File: src/rtl/led_pattern_gen.sv
// led_pattern_gen: NCH independent LED channels, each OFF, steady ON, free-running
// BLINK, or a counted BURST of on/off pulses with a one-cycle done pulse.
// Ports:
//   clk, rst (async active-high)
//   cfg_we/cfg_ch/cfg_mode/cfg_half/cfg_burst : per-channel configuration write
//   led, busy, done : registered per-channel outputs
//   blink_cnt : 16-bit rising-edge counter per channel, only with LED_PATTERN_CNT_EN
// Optional feature macro: LED_PATTERN_CNT_EN (adds blink_cnt and its counters).
module led_pattern_gen #(
  parameter int NCH     = 4,
  parameter int CNT_W   = 25,
  parameter int BURST_W = 8,
  localparam int CH_W   = (NCH > 1) ? $clog2(NCH) : 1
) (
  input  logic               clk,
  input  logic               rst,
  input  logic               cfg_we,
  input  logic [CH_W-1:0]    cfg_ch,
  input  logic [1:0]         cfg_mode,
  input  logic [CNT_W-1:0]   cfg_half,
  input  logic [BURST_W-1:0] cfg_burst,
  output logic [NCH-1:0]     led,
  output logic [NCH-1:0]     busy,
`ifdef LED_PATTERN_CNT_EN
  output logic [16*NCH-1:0]  blink_cnt,
`endif
  output logic [NCH-1:0]     done
);

  localparam logic [1:0] MODE_OFF   = 2'd0;
  localparam logic [1:0] MODE_ON    = 2'd1;
  localparam logic [1:0] MODE_BLINK = 2'd2;
  localparam logic [1:0] MODE_BURST = 2'd3;

  typedef enum logic [1:0] {ST_OFF, ST_ON, ST_RUN} st_e;

  for (genvar g = 0; g < NCH; g++) begin : g_ch
    st_e                st_q, st_d;
    logic [1:0]         mode_q, mode_d;
    logic [CNT_W-1:0]   half_q, half_d;
    logic [CNT_W-1:0]   cnt_q, cnt_d;
    logic [BURST_W:0]   rem_q, rem_d;    // remaining toggles, up to 2*cfg_burst
    logic               led_q, led_d;
    logic               done_q, done_d;
    logic               wr;

    // Out-of-range channel numbers never match any g, so they are ignored.
    assign wr = cfg_we && (int'(cfg_ch) == g);

    always_comb begin
      st_d   = st_q;
      mode_d = mode_q;
      half_d = half_q;
      cnt_d  = cnt_q;
      rem_d  = rem_q;
      led_d  = led_q;
      done_d = 1'b0;
      if (wr) begin
        // A write always wins over a same-edge toggle or completion.
        mode_d = cfg_mode;
        half_d = (cfg_half == '0) ? CNT_W'(1) : cfg_half;
        cnt_d  = '0;
        rem_d  = {cfg_burst, 1'b0};
        led_d  = 1'b0;
        case (cfg_mode)
          MODE_OFF:   st_d = ST_OFF;
          MODE_ON: begin
            st_d  = ST_ON;
            led_d = 1'b1;
          end
          MODE_BLINK: st_d = ST_RUN;
          MODE_BURST: begin
            if (cfg_burst == '0) begin
              st_d   = ST_OFF;
              done_d = 1'b1;
            end else begin
              st_d = ST_RUN;
            end
          end
        endcase
      end else if (st_q == ST_RUN) begin
        if (cnt_q == half_q - 1'b1) begin
          cnt_d = '0;
          led_d = ~led_q;
          if (mode_q == MODE_BURST) begin
            rem_d = rem_q - 1'b1;
            if (rem_q == (BURST_W+1)'(1)) begin
              st_d   = ST_OFF;
              led_d  = 1'b0;
              done_d = 1'b1;
            end
          end
        end else begin
          cnt_d = cnt_q + 1'b1;
        end
      end
    end

    always_ff @(posedge clk or posedge rst) begin
      if (rst) begin
        st_q   <= ST_OFF;
        mode_q <= MODE_OFF;
        half_q <= CNT_W'(1);
        cnt_q  <= '0;
        rem_q  <= '0;
        led_q  <= 1'b0;
        done_q <= 1'b0;
      end else begin
        st_q   <= st_d;
        mode_q <= mode_d;
        half_q <= half_d;
        cnt_q  <= cnt_d;
        rem_q  <= rem_d;
        led_q  <= led_d;
        done_q <= done_d;
      end
    end

    assign led[g]  = led_q;
    assign busy[g] = (st_q == ST_RUN);
    assign done[g] = done_q;

`ifdef LED_PATTERN_CNT_EN
    logic [15:0] bc_q, bc_d;

    // Counts 0->1 transitions of the registered LED; wraps naturally at 16 bits.
    always_comb begin
      bc_d = bc_q;
      if (wr)
        bc_d = '0;
      else if (led_d && !led_q)
        bc_d = bc_q + 16'd1;
    end

    always_ff @(posedge clk or posedge rst) begin
      if (rst) bc_q <= '0;
      else     bc_q <= bc_d;
    end

    assign blink_cnt[16*g +: 16] = bc_q;
`endif
  end

endmodule

File: config.mk
export PLATFORM = sky130hd
export DESIGN_NAME = led_pattern_gen
export DESIGN_NICKNAME = d
export VERILOG_FILES = /design/src/rtl/led_pattern_gen.sv
export SDC_FILE = /design/constraint.sdc
export NUM_CORES = 1
export LEC_CHECK = 0
export ABC_AREA = 1
export CAP_MARGIN = 20
export CELL_PAD_IN_SITES_DETAIL_PLACEMENT = 0
export CELL_PAD_IN_SITES_GLOBAL_PLACEMENT = 1
export CORE_ASPECT_RATIO = 1.75
export CORE_UTILIZATION = 25
export CTS_BUF_LIST = sky130_fd_sc_hd__clkbuf_4 sky130_fd_sc_hd__clkbuf_8
export DETAILED_ROUTE_END_ITERATION = 7
export PLACE_DENSITY = 0.6
export SYNTH_ARGS = -nofsm -noshare
export SYNTH_HDL_FRONTEND = slang
export SYNTH_SLANG_ARGS = --single-unit
File: constraint.sdc
create_clock -name clk -period 20 [get_ports clk]
set_input_delay 4 -clock clk [delete_from_list [all_inputs] [get_ports clk]]
set_output_delay 4 -clock clk [all_outputs]
set_load 0.05 [all_outputs]
======== After elaboration in Yosys (flattened, before gate mapping) ========
Index checks and enable logic that the tools add are counted.
storage, ports and cells
  bits in registers ....................... 260
  bits of input ports ..................... 40
  output and inout bits ................... 12
  word-level logic and storage cells ...... 196
operators by class
  add/sub/neg operators ................... 12
  equality and inequality tests ........... 22
  muxes and demuxes ....................... 94
  bitwise gates (word level) .............. 4
  reduce and logical (&&, ||, !) cells .... 36
operators by type and width
  kind                                                                  number
  25-bit 2-to-1 mux                                                     13
  9-bit 2-to-1 mux                                                      16
  25-bit by 1-bit adder with 25-bit output, second input constant       4
  25-bit == test                                                        4
  25-bit by 1-bit subtractor with 25-bit output, second input constant  4
  1-bit 2-to-1 mux                                                      43
  2-bit 2-to-1 mux                                                      21
  9-bit by 1-bit == test with 1-bit output, second input constant       4
  9-bit by 1-bit subtractor with 9-bit output, second input constant    4
  2-bit nonzero test                                                    16
  25-bit zero test                                                      1
  2-bit == test, second input constant                                  12
  4-bit AND reduction                                                   4
  3-bit AND reduction                                                   4
  8-bit zero test                                                       1
  2-bit one-hot mux with 4 select lines                                 1
  2-bit AND reduction                                                   4
  2-bit by 1-bit == test with 1-bit output, second input constant       2
  1-bit logical AND                                                     4
  2-bit zero test                                                       2
  1-bit inverter                                                        4

======== Longest topological paths before layout ========
Gate-level depths: netlist of run 1.
  depth after elaboration ................. 6
  mapped depth ............................ 17
  mapped depth without buffers ............ 17

======== Worst setup path after synthesis of run 1 ========
Ideal clock, no wire load.
  path kind ............................... in2reg
  from .................................... input port cfg_we
  to ...................................... register g_ch[1].cnt_q[3]
  setup time .............................. 132 ps
  data arrival time ....................... 5221 ps
  data required time ...................... 19868 ps
  path slack .............................. 14647 ps
  stages .................................. 7
  buffers on the path ..................... 2
  cell sequence ........................... inv_1 -> nor3_2 -> nor2_1 -> inv_1 -> buf_2 -> clkbuf_1 -> o22ai_1
on the way
  longest elaborated chain between the ends .. 2
  elaborated cells on any way between the ends .. 3
  those cells by class .................... mux: 1; reduce/logical: 2
ends and longest elaborated chain
  what                                                            line  text
  from (decl)                                                     17    input logic cfg_we,
  1-bit logical AND (*)                                           48    assign wr = cfg_we && (int'(cfg_ch) == g);
  25-bit 2-to-1 mux / 2-bit nonzero test (equally long branches)  n/a
  to (signal assigned)                                            112   cnt_q <= cnt_d;
  to (decl)                                                       41    logic [CNT_W-1:0] cnt_q, cnt_d;
Mark *: on every way between the ends. The rest lies on a longest branch, timed or not.
A chain may end at the register's enable or synchronous reset.

======== Final worst setup path of run 1 ========
  from .................................... register g_ch[3].st_q[0]
  to ...................................... output port busy[3]
on the way
  longest elaborated chain between the ends .. 1
ends and longest elaborated chain
  what                    line  text
  from (decl)             38    st_e st_q, st_d;
  from (signal assigned)  109   st_q <= st_d;
  2-bit == test           120   assign busy[g] = (st_q == ST_RUN);
  to (decl)               23    output logic [NCH-1:0] busy,
Every way passes these cells.

==> results of run 1 <==
worst paths after layout:
check,from,endpoint,slack [ps]
worst max-delay path,g_ch[3].st_q[0],busy[3],13340
worst min-delay path,g_ch[3].mode_q[1],g_ch[3].mode_q[1],470
worst max register to register,g_ch[3].st_q[0],g_ch[3].cnt_q[19],17180
worst min register to register,g_ch[3].mode_q[1],g_ch[3].mode_q[1],470
max in group asynchronous,rst,g_ch[1].rem_q[0],13720
min in group asynchronous,rst,g_ch[2].cnt_q[4],3960
cell type report:
type	count	area (um2)
Timing Repair Buffer	72	693
Multi-Input combinational cell	1834	9760
Clock inverter	14	278
Antenna cell	1	2.50
Tap cell	910	1140
Clock buffer	62	791
Inverter	269	1020
Sequential cell	260	6510
Fill cell	7727	49600
state kept, by name, summed over array words and instances (netlist names):
| signal | flops |
|---|---|
| g_ch.st_q | 8 |
| g_ch.led_q | 4 |
| g_ch.done_q | 4 |
| g_ch.mode_q | 8 |
| g_ch.cnt_q | 100 |
| g_ch.half_q | 100 |
| g_ch.rem_q | 36 |
worst reg2reg max path, delay by kind of cell (launching register included):
family          cells  cell delay, ps
simple gates        5            1730
buf+inv             2             410
flops               1             390
compound gates      2             210
through the flow:
step / cell area [um2] / hold WS (ps) / total power, W
finish: 20200 / 473 / 0.00192
global route: 20200 / 505 / 0.00205
CTS: 20100 / 479 / 0.00195
detailed placement: 19100 / 464 / 0.00132
global placement: 19100 / 454 / 0.00131
floorplan: 17700 / 442 / 0.00115
power by group through the flow:
stage / sequential [W] / clock [W] / combinational (W)
after floorplan: 0.000692 / 0 / 0.000460
after global placement: 0.000727 / 0 / 0.000588
after detailed placement: 0.000727 / 0 / 0.000595
after CTS: 0.000719 / 0.000629 / 0.000598
after global routing: 0.000731 / 0.000646 / 0.000676
final: 0.000718 / 0.000610 / 0.000593
cells in the mapped netlist, types with 9 or more instances:
cell                       number
sky130_fd_sc_hd__a21oi_1       33
sky130_fd_sc_hd__a31oi_1        9
sky130_fd_sc_hd__buf_4          9
sky130_fd_sc_hd__buf_6          9
sky130_fd_sc_hd__clkbuf_1      44
sky130_fd_sc_hd__dfrtp_1      256
sky130_fd_sc_hd__ha_1          16
sky130_fd_sc_hd__inv_1        247
sky130_fd_sc_hd__inv_2         17
sky130_fd_sc_hd__nand2_1      734
sky130_fd_sc_hd__nand2_2       15
sky130_fd_sc_hd__nand3_1      112
sky130_fd_sc_hd__nand3_4       13
sky130_fd_sc_hd__nand3b_1      29
sky130_fd_sc_hd__nand4_1       94
sky130_fd_sc_hd__nor2_1       223
sky130_fd_sc_hd__nor2_2        40
sky130_fd_sc_hd__nor2_4        16
sky130_fd_sc_hd__nor3_1        27
sky130_fd_sc_hd__nor3_2        10
sky130_fd_sc_hd__nor4_1        11
sky130_fd_sc_hd__o21ai_0      156
sky130_fd_sc_hd__o21ai_1       25
sky130_fd_sc_hd__o22ai_1       45
sky130_fd_sc_hd__xnor2_1       78
sky130_fd_sc_hd__xor2_1       102
layer usage:
layer	wire length [um]	part of all wire [%]	track usage, %
met5	0	0	0
met4	3650	5.8	9.91
met3	1960	3.1	1.92
met2	33100	53	33.2
met1	23800	38	18.6
logic make-up (layout without fill, tap and decap cells):
| family | count (synthesis) | in the layout |
|---|---|---|
| AOI/OAI and AO/OA | 276 | 276 |
| xor gates and xnor gates | 184 | 184 |
| adders and majority gates | 16 | 16 |
| buffers and inverters | 344 | 417 |
| DFF | 260 | 260 |
| muxes | 4 | 4 |
| other | 0 | 1 |
| and+or+nand+nor | 1354 | 1354 |
==> results.md, run 1 <==
* Final count of hold timing violations at 0
* Final critical-path required period at 6660 ps
* Fraction of power spent switching nets at 38.5%
* Setup bufs post-CTS at 0
* Global route total overflow at 0
* Portion of synthesized cell area occupied by the leading cell type at 36.2%
* Crit path arrival time at 2660 ps
* Synth-to-Final Area Change at 14.0%
* Internal power at 0.00118 W
* Maximum number of pins on one net before global-route repair at 114
* Main combinational cell family by area after synthesis: simple AND/OR/NAND/NOR gates
* Final setup margin at 13340 ps
* Total of flip-flops plus latches after synthesis at 260
* Clock latency on the worst-skew pair at 620 ps
* I/O pins at 52
* Count of max-cap constraint violations at 0
* Relative contribution of the clock network to total power at 31.7%
* Count of nets after finishing at 2537
* Final setup fails at 0
* Leading cell type in the layout, fill and taps excluded: sky130_fd_sc_hd__nand2_1
* Hold buffer count at CTS at 0
* Arithmetic-cell share of the synthesized area counting full adders, half adders and majority gates at 1.13%
* Total DRC errors in the routed layout at 0
* TritonCTS clock tree: yes
* Drt first-iter violations at 867
* Crit path buf inv count at 1
* Die span in y at 354 um
* Highest ir drop seen on vdd at 0.0000484 V
* Share of flip-flops with an asynchronous set or reset after synthesis at 100%
* Total power density per cell area at 95.2 nW/um2
* Number of antenna violations at the first check in global routing at 2
* Routed wire length at 62500 um
* Sinks on Clock Net at 260
* Sequential share of power at 37.4%
* Sw Pwr at 0.000740 W
* Share of the yosys chip area belonging to registers at 36.8%
* Synth Area in Simple Gates at 35.9%
* Total number of vias at 15.9k
* Via density per instance at 4.66
* Num CTS Buffers at 44
* Stages on worst setup path at 2
* Nets in the synthesized netlist at 2494
* XOR/XNOR share of the synthesized area at 9.38%
* Input/output buffers at 51
* Number of max-slew violations in the final report at 0
* Critical path class: flip-flop to primary output
* Clock root buffer: sky130_fd_sc_hd__clkbuf_8
* Largest area contributor in the netlist: sky130_fd_sc_hd__dfrtp_1
* Combined area of all synthesized cells at 17700 um2
* Maximum buffer depth of the clock tree at 3
* Area fraction in compound gates after synthesis at 8.32%
* Aggregate global-route resource usage at 17.6%
* Slowest cell delay on critical path at 950 ps
* Post-Place Worst Slack at 12540 ps
* Category of the worst setup path capture point: primary output
* Top_reg_cell synth: sky130_fd_sc_hd__dfrtp_1
* Placed Instances at 3343
* Max Clock Freq at 150 MHz
* Clock transition time at the flip-flop clock pins of the worst setup and hold paths at 70 ps
* Floorplan die width at 203 um
* Largest cells by area after synthesis: sky130_fd_sc_hd__dfrtp_1 (36%), sky130_fd_sc_hd__nand2_1 (16%), sky130_fd_sc_hd__inv_1 (5.2%)
* Measured slew at the worst slew-check pin at 970 ps
* Number of flops mapped to enable cells by yosys at 0
* Wire length of the first global-routing pass at 96000 um
* Vias in the first global route at 16.4k
* TritonRoute pass-1 iters at 5
* Power share of the combinational group at 30.9%
* Total core area at 69800 um2
* Leakage power of the design at 9.13 nW
* CP Data Required Time at 16000 ps
* Average wire length per cell after detail routing at 18.3 um
* Post-CTS resize count at 0
* Finished Core Util at 28.9%
* Path category of the worst min-delay check: flip-flop to flip-flop
* Post-Synthesis Mean Instance Area at 7.26 um2
* Run status: completed
* Mux share of post-synthesis cell area at 0.226%
* Instance count along the most critical hold path at 2
* Commonest non-fill, non-tap cells in the layout: sky130_fd_sc_hd__nand2_1 (734), sky130_fd_sc_hd__dfrtp_1 (256), sky130_fd_sc_hd__inv_1 (246)
* Worst slew slack as a fraction of its limit at 35.3%
* Initial core utilization at 25.4%
* Die Footprint at 71900 um2
* Standard-cell row count at 128
* Cell variety after synth at 53
* Share of the clock period used by the worst path at 33.3%
* ANT nets after route at 0
* Final std cells w/o fill at 3422
* Worst R2R Path Depth at 9
* Placer Congestion at 0.872
* Share of post-route cells with drive strength above 1 at 9.44%
* Cell-by-cell trace of the critical path: nor2_1 > clkdlybuf4s50_1
* Synth warn at 0
* Unrepaired setup endpoints after global routing: false
* Post-DP HPWL at 46800 um
* H-Tree Level Count at 2
* Total Neg Setup Slack at 0 ps
* Highest fanout seen on the critical path at 4
* Number of standard cells after synthesis at 2438
* Post-route clock skew at 20.6 ps
* CP max-delay cell: sky130_fd_sc_hd__clkdlybuf4s50_1
* Type of origin of the critical path: flip-flop
* Top cell family by delay on the critical path: buffers and inverters
Power figures use the tool's default switching activity.
==> run 2, diff against run 1 <==
--- a/config.mk
+++ b/config.mk
@@ -13,7 +13,7 @@
 export CORE_UTILIZATION = 25
 export CTS_BUF_LIST = sky130_fd_sc_hd__clkbuf_4 sky130_fd_sc_hd__clkbuf_8
 export DETAILED_ROUTE_END_ITERATION = 7
-export PLACE_DENSITY = 0.6
+export PLACE_DENSITY = 0.62
 export SYNTH_ARGS = -nofsm -noshare
 export SYNTH_HDL_FRONTEND = slang
 export SYNTH_SLANG_ARGS = --single-unit
==> constraint.sdc (replaced) <==
create_clock -name clk -period 5.75 [get_ports clk]
set_input_delay 1.15 -clock clk [delete_from_list [all_inputs] [get_ports clk]]
set_output_delay 1.15 -clock clk [all_outputs]
set_load 0.05 [all_outputs]
==> run 2 against run 1 <==
Effect of this change:
- routed wire length decreased by 2.4%
- count of clock-buffer cells in the layout unchanged
- combinational power increased to 3.5 times the previous value
- power increased to 3.3 times the previous value
- largest power group unchanged
==> results.md, run 2 (synthesis gave the netlist of run 1 again) <==
* Run status: completed
* Unrepaired setup endpoints after global routing: false
* Clock transition time at the flip-flop clock pins of the worst setup and hold paths at 70 ps
* Crit Reg-Reg Startpoint: g_ch[3].half_q[0]
* I/O pins at 52
* Wire length of the first global-routing pass at 94600 um
* Total DRC errors in the routed layout at 0
* Synth-to-Final Area Change at 13.5%
* Total core area at 69800 um2
* Floorplan die width at 203 um
* Initial core utilization at 25.4%
* Measured slew at the worst slew-check pin at 835 ps
* Drt first-iter violations at 901
* Category of the worst setup path capture point: primary output
* ANT nets after route at 0
* Maximum buffer depth of the clock tree at 3
* Reg2reg end: g_ch[3].rem_q[0]
* Post-route clock skew at 41.0 ps
* Registers with the highest flip-flop counts: g_ch.cnt_q: 100 flops, g_ch.half_q: 100 flops, g_ch.rem_q: 36 flops
* Global route total overflow at 0
* Post-DP HPWL at 46600 um
* Leakage power of the design at 9.11 nW
* Final critical-path required period at 3570 ps
* Crit path arrival time at 2420 ps
* Standard-cell row count at 128
* Sinks on Clock Net at 260
* Total power density per cell area at 316 nW/um2
* TritonCTS clock tree: yes
* Worst R2R Path Depth at 13
* Number of antenna violations at the first check in global routing at 1
* CP Capture Point: busy[0]
* Total Neg Setup Slack at 0 ps
* Hold buffer count at CTS at 0
* Vias in the first global route at 16.4k
* Via density per instance at 4.66
* Commonest non-fill, non-tap cells in the layout: sky130_fd_sc_hd__nand2_1 (734), sky130_fd_sc_hd__dfrtp_1 (256), sky130_fd_sc_hd__inv_1 (246)
* H-Tree Level Count at 2
* Final setup fails at 0
* Final count of hold timing violations at 0
* Placed cell area at 19200 um2
* Type of origin of the critical path: flip-flop
* Total number of vias at 16.0k
* Post-Place Worst Slack at 1250 ps
* Origin of the worst setup path: g_ch[0].st_q[0]
* CP Data Required Time at 4600 ps
* Count of max-cap constraint violations at 0
* Clock root buffer: sky130_fd_sc_hd__clkbuf_8
* Highest fanout seen on the critical path at 5
* Post-layout instance area at 20100 um2
* Die span in y at 354 um
* Count of nets after finishing at 2546
* Critical path class: flip-flop to primary output
* Setup bufs post-CTS at 0
* Share of post-route cells with drive strength above 1 at 9.65%
* Final setup margin at 2180 ps
* Highest ir drop seen on vdd at 0.000121 V
* Number of max-slew violations in the final report at 0
* TritonRoute pass-1 iters at 5
* Die Footprint at 71900 um2
* Max Clock Freq at 280 MHz
* Aggregate global-route resource usage at 17.2%
* Worst slew slack as a fraction of its limit at 44.2%
* Total power at 0.00635 W
* Slack of the worst reg-to-reg path at 3120 ps
* Placer Congestion at 0.872
* Share of the clock period used by the worst path at 62.1%
* Routed wire length at 61000 um
* Post-CTS resize count at 0
* Clock latency on the worst-skew pair at 640 ps
* Num CTS Buffers at 43
* Maximum number of pins on one net before global-route repair at 128
* Path category of the worst min-delay check: flip-flop to flip-flop
* Average wire length per cell after detail routing at 17.8 um
* Input/output buffers at 51
* Leading cell type in the layout, fill and taps excluded: sky130_fd_sc_hd__nand2_1
[run 2: stage by stage]
stage	instances	utilization [%]	hold WS, ps
CTS	3426	28.7	481
global route	3428	28.8	500
detailed placement	3354	27.5	463
global placement	3353	27.5	456
floorplan	2438	-	442
finish	3428	28.8	478
[run 2: layout make-up]
type	instances	area (um2)
tap	910	1140
inverter	269	1010
clock buffer	62	791
fill	7646	49700
sequential	260	6510
clock inverter	10	81.3
antenna	1	2.50
timing repair buffer	82	792
multi-input combinational	1834	9760
[run 2: power by group]
part           switching [W]  internal [W]
clock network       0.000841      0.000926
logic                0.00133      0.000744
registers           0.000380       0.00213
[run 2: how the worst min path moves through the flow]
| stage | start | end | slack (ps) | cells past startpoint |
|---|---|---|---|---|
| finish | g_ch[0].mode_q[1] | g_ch[0].mode_q[1] | 480 | 2 |
| global route | g_ch[3].mode_q[0] | g_ch[3].mode_q[0] | 500 | 2 |
| CTS | g_ch[0].mode_q[1] | g_ch[0].mode_q[1] | 480 | 2 |
| detailed placement | g_ch[0].mode_q[1] | g_ch[0].mode_q[1] | 460 | 2 |
| global placement | g_ch[1].mode_q[1] | g_ch[1].mode_q[1] | 460 | 2 |
| floorplan | g_ch[1].mode_q[1] | g_ch[1].mode_q[1] | 440 | 2 |
[run 2: critical path, cell delays in order (launching register included)]
cell                              delay [ps]
sky130_fd_sc_hd__dfrtp_1                 380
sky130_fd_sc_hd__nor2_1                  490
sky130_fd_sc_hd__clkdlybuf4s50_1         920
[run 2: layer usage]
layer / track usage (%) / wire (um)
met5: 0 / 0
met4: 7.95 / 2730
met3: 1.51 / 1480
met2: 34.0 / 33700
met1: 17.9 / 23000
==> run 3, diff against run 2 <==
==> constraint.sdc (replaced) <==
create_clock -name clk -period 3.1 [get_ports clk]
set_input_delay 0.62 -clock clk [delete_from_list [all_inputs] [get_ports clk]]
set_output_delay 0.62 -clock clk [all_outputs]
set_load 0.05 [all_outputs]
==> run 3 against run 2 <==
Effect of this change:
- clock skew down 3.3 ps
- count of clock-buffer cells in the layout up 1
- routed wire length down 1.1%
- worst hold slack better by 4.6 ps
==> results.md, run 3 (synthesis gave the netlist of run 1 again) <==
* Run status: completed
* Die span in y at 354 um
* Finished Core Util at 29.2%
* Leakage power of the design at 9.29 nW
* Die Footprint at 71900 um2
* Registers with the highest flip-flop counts: g_ch.cnt_q: 100 flops, g_ch.half_q: 100 flops, g_ch.rem_q: 36 flops
* Path category of the worst min-delay check: flip-flop to flip-flop
* Count of nets after finishing at 2571
* Multi-input logic area at 9760 um2
* Busiest layer in global routing: met2
* Number of antenna violations at the first check in global routing at 1
* Standard-cell row count at 128
* Total Neg Setup Slack at 0 ps
* Via density per instance at 4.64
* Placer Congestion at 0.881
* Type of origin of the critical path: flip-flop
* Maximum buffer depth of the clock tree at 3
* Total number of vias at 16.0k
* Slowest cell delay on critical path at 890 ps
* Highest fanout seen on the critical path at 3
* Worst slew slack as a fraction of its limit at 52.7%
* Floorplan die width at 203 um
* Highest ir drop seen on vdd at 0.000202 V
* Post-DP HPWL at 47000 um
* Commonest non-fill, non-tap cells in the layout: sky130_fd_sc_hd__nand2_1 (734), sky130_fd_sc_hd__dfrtp_1 (256), sky130_fd_sc_hd__inv_1 (246)
* Routed wire length at 60300 um
* Leading cell type in the layout, fill and taps excluded: sky130_fd_sc_hd__nand2_1
* TritonRoute pass-1 iters at 5
* I/O pins at 52
* Total core area at 69800 um2
* Number of max-slew violations in the final report at 0
* Drt first-iter violations at 743
* Met3 demand-to-capacity share in global routing at 1.65%
* Num CTS Buffers at 44
* Input/output buffers at 51
* Total DRC errors in the routed layout at 0
* H-Tree Level Count at 2
* Unrepaired setup endpoints after global routing: false
* Critical path class: flip-flop to primary output
* Placed cell area at 19400 um2
* Wire length of the first global-routing pass at 93900 um
* Synth-to-Final Area Change at 15.2%
* Clock transition time at the flip-flop clock pins of the worst setup and hold paths at 70 ps
* Aggregate global-route resource usage at 17.0%
* Post-route clock skew at 37.7 ps
* Vias in the first global route at 16.1k
* Max Clock Freq at 349 MHz
* Maximum number of pins on one net before global-route repair at 118
* Average wire length per cell after detail routing at 17.4 um
* Cell-by-cell trace of the critical path: nor2_1 > clkdlybuf4s50_1
* ANT nets after route at 0
* CP Data Required Time at 2480 ps
* GR met1 Demand/Resource at 17.8%
* Count of max-cap constraint violations at 0
* Area occupied by registers at 6510 um2
* Final critical-path required period at 2870 ps
* Crit path arrival time at 2250 ps
* Measured slew at the worst slew-check pin at 710 ps
* Clock latency on the worst-skew pair at 640 ps
* Clock root buffer: sky130_fd_sc_hd__clkbuf_8
* Post-layout instance area at 20400 um2
* FILL cells at 7702
* Final setup margin at 235 ps
* Total power density per cell area at 591 nW/um2
* TritonCTS clock tree: yes
* Met2 Resource Use GR at 32.6%
* Category of the worst setup path capture point: primary output
* Share of the clock period used by the worst path at 92.4%
* Initial core utilization at 25.4%
* Final setup fails at 0
* Global route total overflow at 0
* CP max-delay cell: sky130_fd_sc_hd__clkdlybuf4s50_1
* Post-Place Worst Slack at -282 ps
* Share of post-route cells with drive strength above 1 at 10.8%
* Sinks on Clock Net at 260
* Final count of hold timing violations at 0
==> run 3: cell types whose count changed in the layout (fill, tap and decap cells not counted) <==
cell,before,now
sky130_fd_sc_hd__buf_16,1,0
sky130_fd_sc_hd__inv_6,0,1
sky130_fd_sc_hd__buf_4,27,48
sky130_fd_sc_hd__buf_12,2,7
sky130_fd_sc_hd__inv_8,1,0
sky130_fd_sc_hd__clkdlybuf4s50_1,51,50
sky130_fd_sc_hd__clkinv_2,8,11
sky130_fd_sc_hd__clkinvlp_4,1,2
sky130_fd_sc_hd__bufinv_16,1,3
sky130_fd_sc_hd__buf_6,1,0
sky130_fd_sc_hd__clkbuf_8,52,53
sky130_fd_sc_hd__dlygate4sd2_1,0,1
==> run 3: metrics by stage <==
| step | power [W] | std cells | hold WS [ps] |
|---|---|---|---|
| detailed placement | 0.00861 | 3379 | 468 |
| global placement | 0.00855 | 3379 | 457 |
| floorplan | 0.00743 | 2438 | 442 |
| finish | 0.0120 | 3459 | 483 |
| global route | 0.0129 | 3459 | 516 |
| CTS | 0.0122 | 3458 | 484 |
==> run 3: cell type report <==
| type | instances | area share [%] |
|---|---|---|
| well taps | 910 | 5.58 |
| multi-input cells | 1834 | 47.8 |
| inverters | 269 | 4.97 |
| clock inverters | 16 | 0.791 |
| repair buffers | 106 | 4.95 |
| diodes | 1 | 0.0123 |
| flip-flops and latches | 260 | 31.9 |
| clock buffers | 63 | 3.94 |
==> run 3: final timing paths <==
| path | endpoint | start | cells past startpoint | slack [ps] |
|---|---|---|---|---|
| worst min register to register | g_ch[2].mode_q[1] | g_ch[2].mode_q[1] | 2 | 480 |
| worst max register to register | g_ch[3].rem_q[6] | g_ch[3].half_q[0] | 13 | 460 |
| worst max-delay path | busy[1] | g_ch[1].st_q[0] | 2 | 230 |
| min in group asynchronous | g_ch[0].half_q[18] | rst | 3 | 550 |
| max in group asynchronous | g_ch[2].half_q[1] | rst | 3 | 1890 |
| worst min-delay path | g_ch[2].mode_q[1] | g_ch[2].mode_q[1] | 2 | 480 |
==> run 3: timing repair <==
| action | CTS | global route |
|---|---|---|
| setup endpoints to repair | 1 | 0 |
| hold endpoints to repair | 0 | 0 |
| setup buffers | 0 | 0 |
| gates resized for setup | 1 | 0 |
| hold buffers | 0 | 0 |
==> run 3: where the power goes <==
group / internal [W] / total [W] / switching [W]
Clock: 0.00193 / 0.00353 / 0.00160
Combinational: 0.00142 / 0.00387 / 0.00245
Sequential: 0.00395 / 0.00465 / 0.000699
Total: 0.00730 / 0.0120 / 0.00475
==> run 3: routing by layer <==
| metal | wire (um) | part of all wire (%) |
|---|---|---|
| met5 | 0 | 0 |
| met4 | 3600 | 6.0 |
| met3 | 1580 | 2.6 |
| met2 | 32500 | 54 |
| met1 | 22600 | 37 |
==> run 3: worst max-delay path, delay by kind of cell (launching register included) <==
| kind | cells | cell delay (ps) |
|---|---|---|
| buffers and inverters | 1 | 890 |
| flip-flops | 1 | 400 |
| AND/OR/NAND/NOR | 1 | 320 |
==> RTL edit (flow settings as in run 3) <==
Set the parameter `NCH` to 2 (it was 4).
--- a/src/rtl/led_pattern_gen.sv
+++ b/src/rtl/led_pattern_gen.sv
@@ -7,7 +7,7 @@
 //   blink_cnt : 16-bit rising-edge counter per channel, only with LED_PATTERN_CNT_EN
 // Optional feature macro: LED_PATTERN_CNT_EN (adds blink_cnt and its counters).
 module led_pattern_gen #(
-  parameter int NCH     = 4,
+  parameter int NCH     = 2,
   parameter int CNT_W   = 25,
   parameter int BURST_W = 8,
   localparam int CH_W   = (NCH > 1) ? $clog2(NCH) : 1
Ports: changed (resized busy, cfg_ch, done and led); port bits go from 52 to 45. The function was not compared with the original's and may differ.
==> RTL edit against run 3 <==
  * Design area decreased by 51%
  * Power shrank 55%
  * Setup slack gained 0.075 ns
  * Maximum frequency is 2.7% higher
  * Critical endpoint unchanged
  * Register-to-register slack better by 0.05 ns
  * Sequential cell count shrank 130
  * Wire length shrank 55%
  * Clock skew is 0.024 ns lower
  * Highest routed layer unchanged
  * Synthesized area fell by 51%
==> RTL edit: results (changes against run 3) <==
| Metric | Value |
|---|---|
| Status | finished clean |
| Post-synthesis cell type count | 47 (-11%) |
| Compound-Gate Fraction of Synth Area | 7.20% (-1.1 points) |
| Buf/Inv on CP | 1 (unchanged) |
| Top area cells in the synthesized netlist | dfrtp_1 37%, nand2_1 17%, xor2_1 5.8% |
| Slew Limit Headroom | 51.1% (-1.6 points) |
| Placement Cell Area | 9620 µm² (-50%) |
| Async S/R FF share, synth | 100% (unchanged) |
| Worst hold-check path type | reg -> reg |
| DRT Pass-1 Iters | 5 (unchanged) |
| Postcts setup bufs | 0 (unchanged) |
| Crit path max-delay family | buffers and inverters |
| GPL Wtd Cong | 0.859 (-2.5%) |
| Clk pin slew, worst setup/hold paths | 0.08 ns |
| LEAKAGE | 4.60 nW (-51%) |
| Initial antenna violation count | 1 (unchanged) |
| 1st-iter DRT viols | 366 (-51%) |
| Total GRT Usage | 16.2% (-0.88 points) |
| Post-synth EDFFs | 0 (unchanged) |
| WP data arrival | 2.17 ns (-0.08 ns) |
| CTS Buf Count | 17 (-61%) |
| Placement Setup Slack | 0.475 ns (+0.758 ns) |
| Slowest-stage cell, CP | clkdlybuf4s50_1 |
| Top FF cell, synth | dfrtp_1 |
| CTS resizes | 0 (-1) |
| Mapped Cells | 1,209 (-50%) |
| Share of layout cells above drive strength 1 | 8.24% (-2.5 points) |
| Global-route wire length before repair | 42,700 µm (-55%) |
| Clock buffer depth | 2 (-1) |
| Worst-skew pair later-pin latency | 0.48 ns (-0.16 ns) |
| Largest registers | g_ch.cnt_q x50, g_ch.half_q x50, g_ch.rem_q x18 |
| Dpl cells | 1,685 (-50%) |
| Largest net degree at the start of global routing | 42 (-64%) |
| Xor and xnor area share after synthesis | 9.96% (+0.58 points) |
| Mux cell area share after synthesis | 0.231% (+0.0047 points) |
| Setup violators final | 0 (unchanged) |
| DR WL/cell | 15.7 µm (-9.7%) |
| Number of port buffers | 44 (-14%) |
| YS warnings | 0 (unchanged) |
| Post-Synth Adder-Cell Area | 1.15% (+0.024 points) |
| CP Max Fanout | 4 (+1) |
| Root Driver | clkbuf_8 |
| CP max stage delay | 0.90 ns |
| Clock Skews | 0.0134 ns (-0.0243 ns) |
| Int Pwr | 3.34 mW (-54%) |
| Syn nets | 1,256 (-50%) |
| Vias | 7,708 (-52%) |
| Most frequent cells after synthesis | 390 x nand2_1, 128 x dfrtp_1, 119 x inv_1 |
| Vias/cell | 4.49 (-3.2%) |
| Register area share after synthesis | 37.6% (+0.77 points) |
| VDD IR max | 266 µV (+31%) |
| H-tree depth | 4 (+2) |
| Post-DP HPWL | 21,500 µm (-54%) |
[RTL edit: cell type report]
| type | instances | area, µm² |
|---|---|---|
| multi-input cells | 913 | 4730 |
| well taps | 455 | 569 |
| flip-flops and latches | 130 | 3260 |
| clock buffers | 19 | 255 |
| repair buffers | 58 | 583 |
| inverters | 129 | 488 |
| diodes | 1 | 2.50 |
| clock inverters | 13 | 160 |
| fillers | 3723 | 23900 |
[RTL edit: final timing paths]
check                      cells past startpoint                            end                          start  slack, ns
min                                            2   g_ch[0].rem_q[1]$_DFFE_PP0P_   g_ch[0].rem_q[1]$_DFFE_PP0P_       0.48
max                                            2                        busy[1]    g_ch[1].st_q[0]$_DFFE_PP0P_       0.31
min reg2reg                                    2   g_ch[0].rem_q[1]$_DFFE_PP0P_   g_ch[0].rem_q[1]$_DFFE_PP0P_       0.48
max reg2reg                                   13   g_ch[1].rem_q[1]$_DFFE_PP0P_  g_ch[1].half_q[0]$_DFFE_PP1P_       0.51
min in group asynchronous                      2  g_ch[0].half_q[6]$_DFFE_PP0P_                            rst       0.59
max in group asynchronous                      3  g_ch[1].half_q[0]$_DFFE_PP1P_                            rst       1.78
[RTL edit: power by group through the flow]
stage	clock (mW)	sequential, mW	combinational [mW]
global route	1.70	2.28	1.76
global placement	0	2.28	1.56
detailed placement	0	2.27	1.56
CTS	1.64	2.24	1.57
floorplan	0	2.18	1.17
finish	1.58	2.24	1.55
[RTL edit: metal layers]
layer | routed length, µm | global-route usage, % | share of wire [%]
met3 | 425 | 2.08 | 1.6
met5 | 0 | 0 | 0
met4 | 482 | 5.60 | 1.8
met1 | 10300 | 15.9 | 38
met2 | 15800 | 33.4 | 59
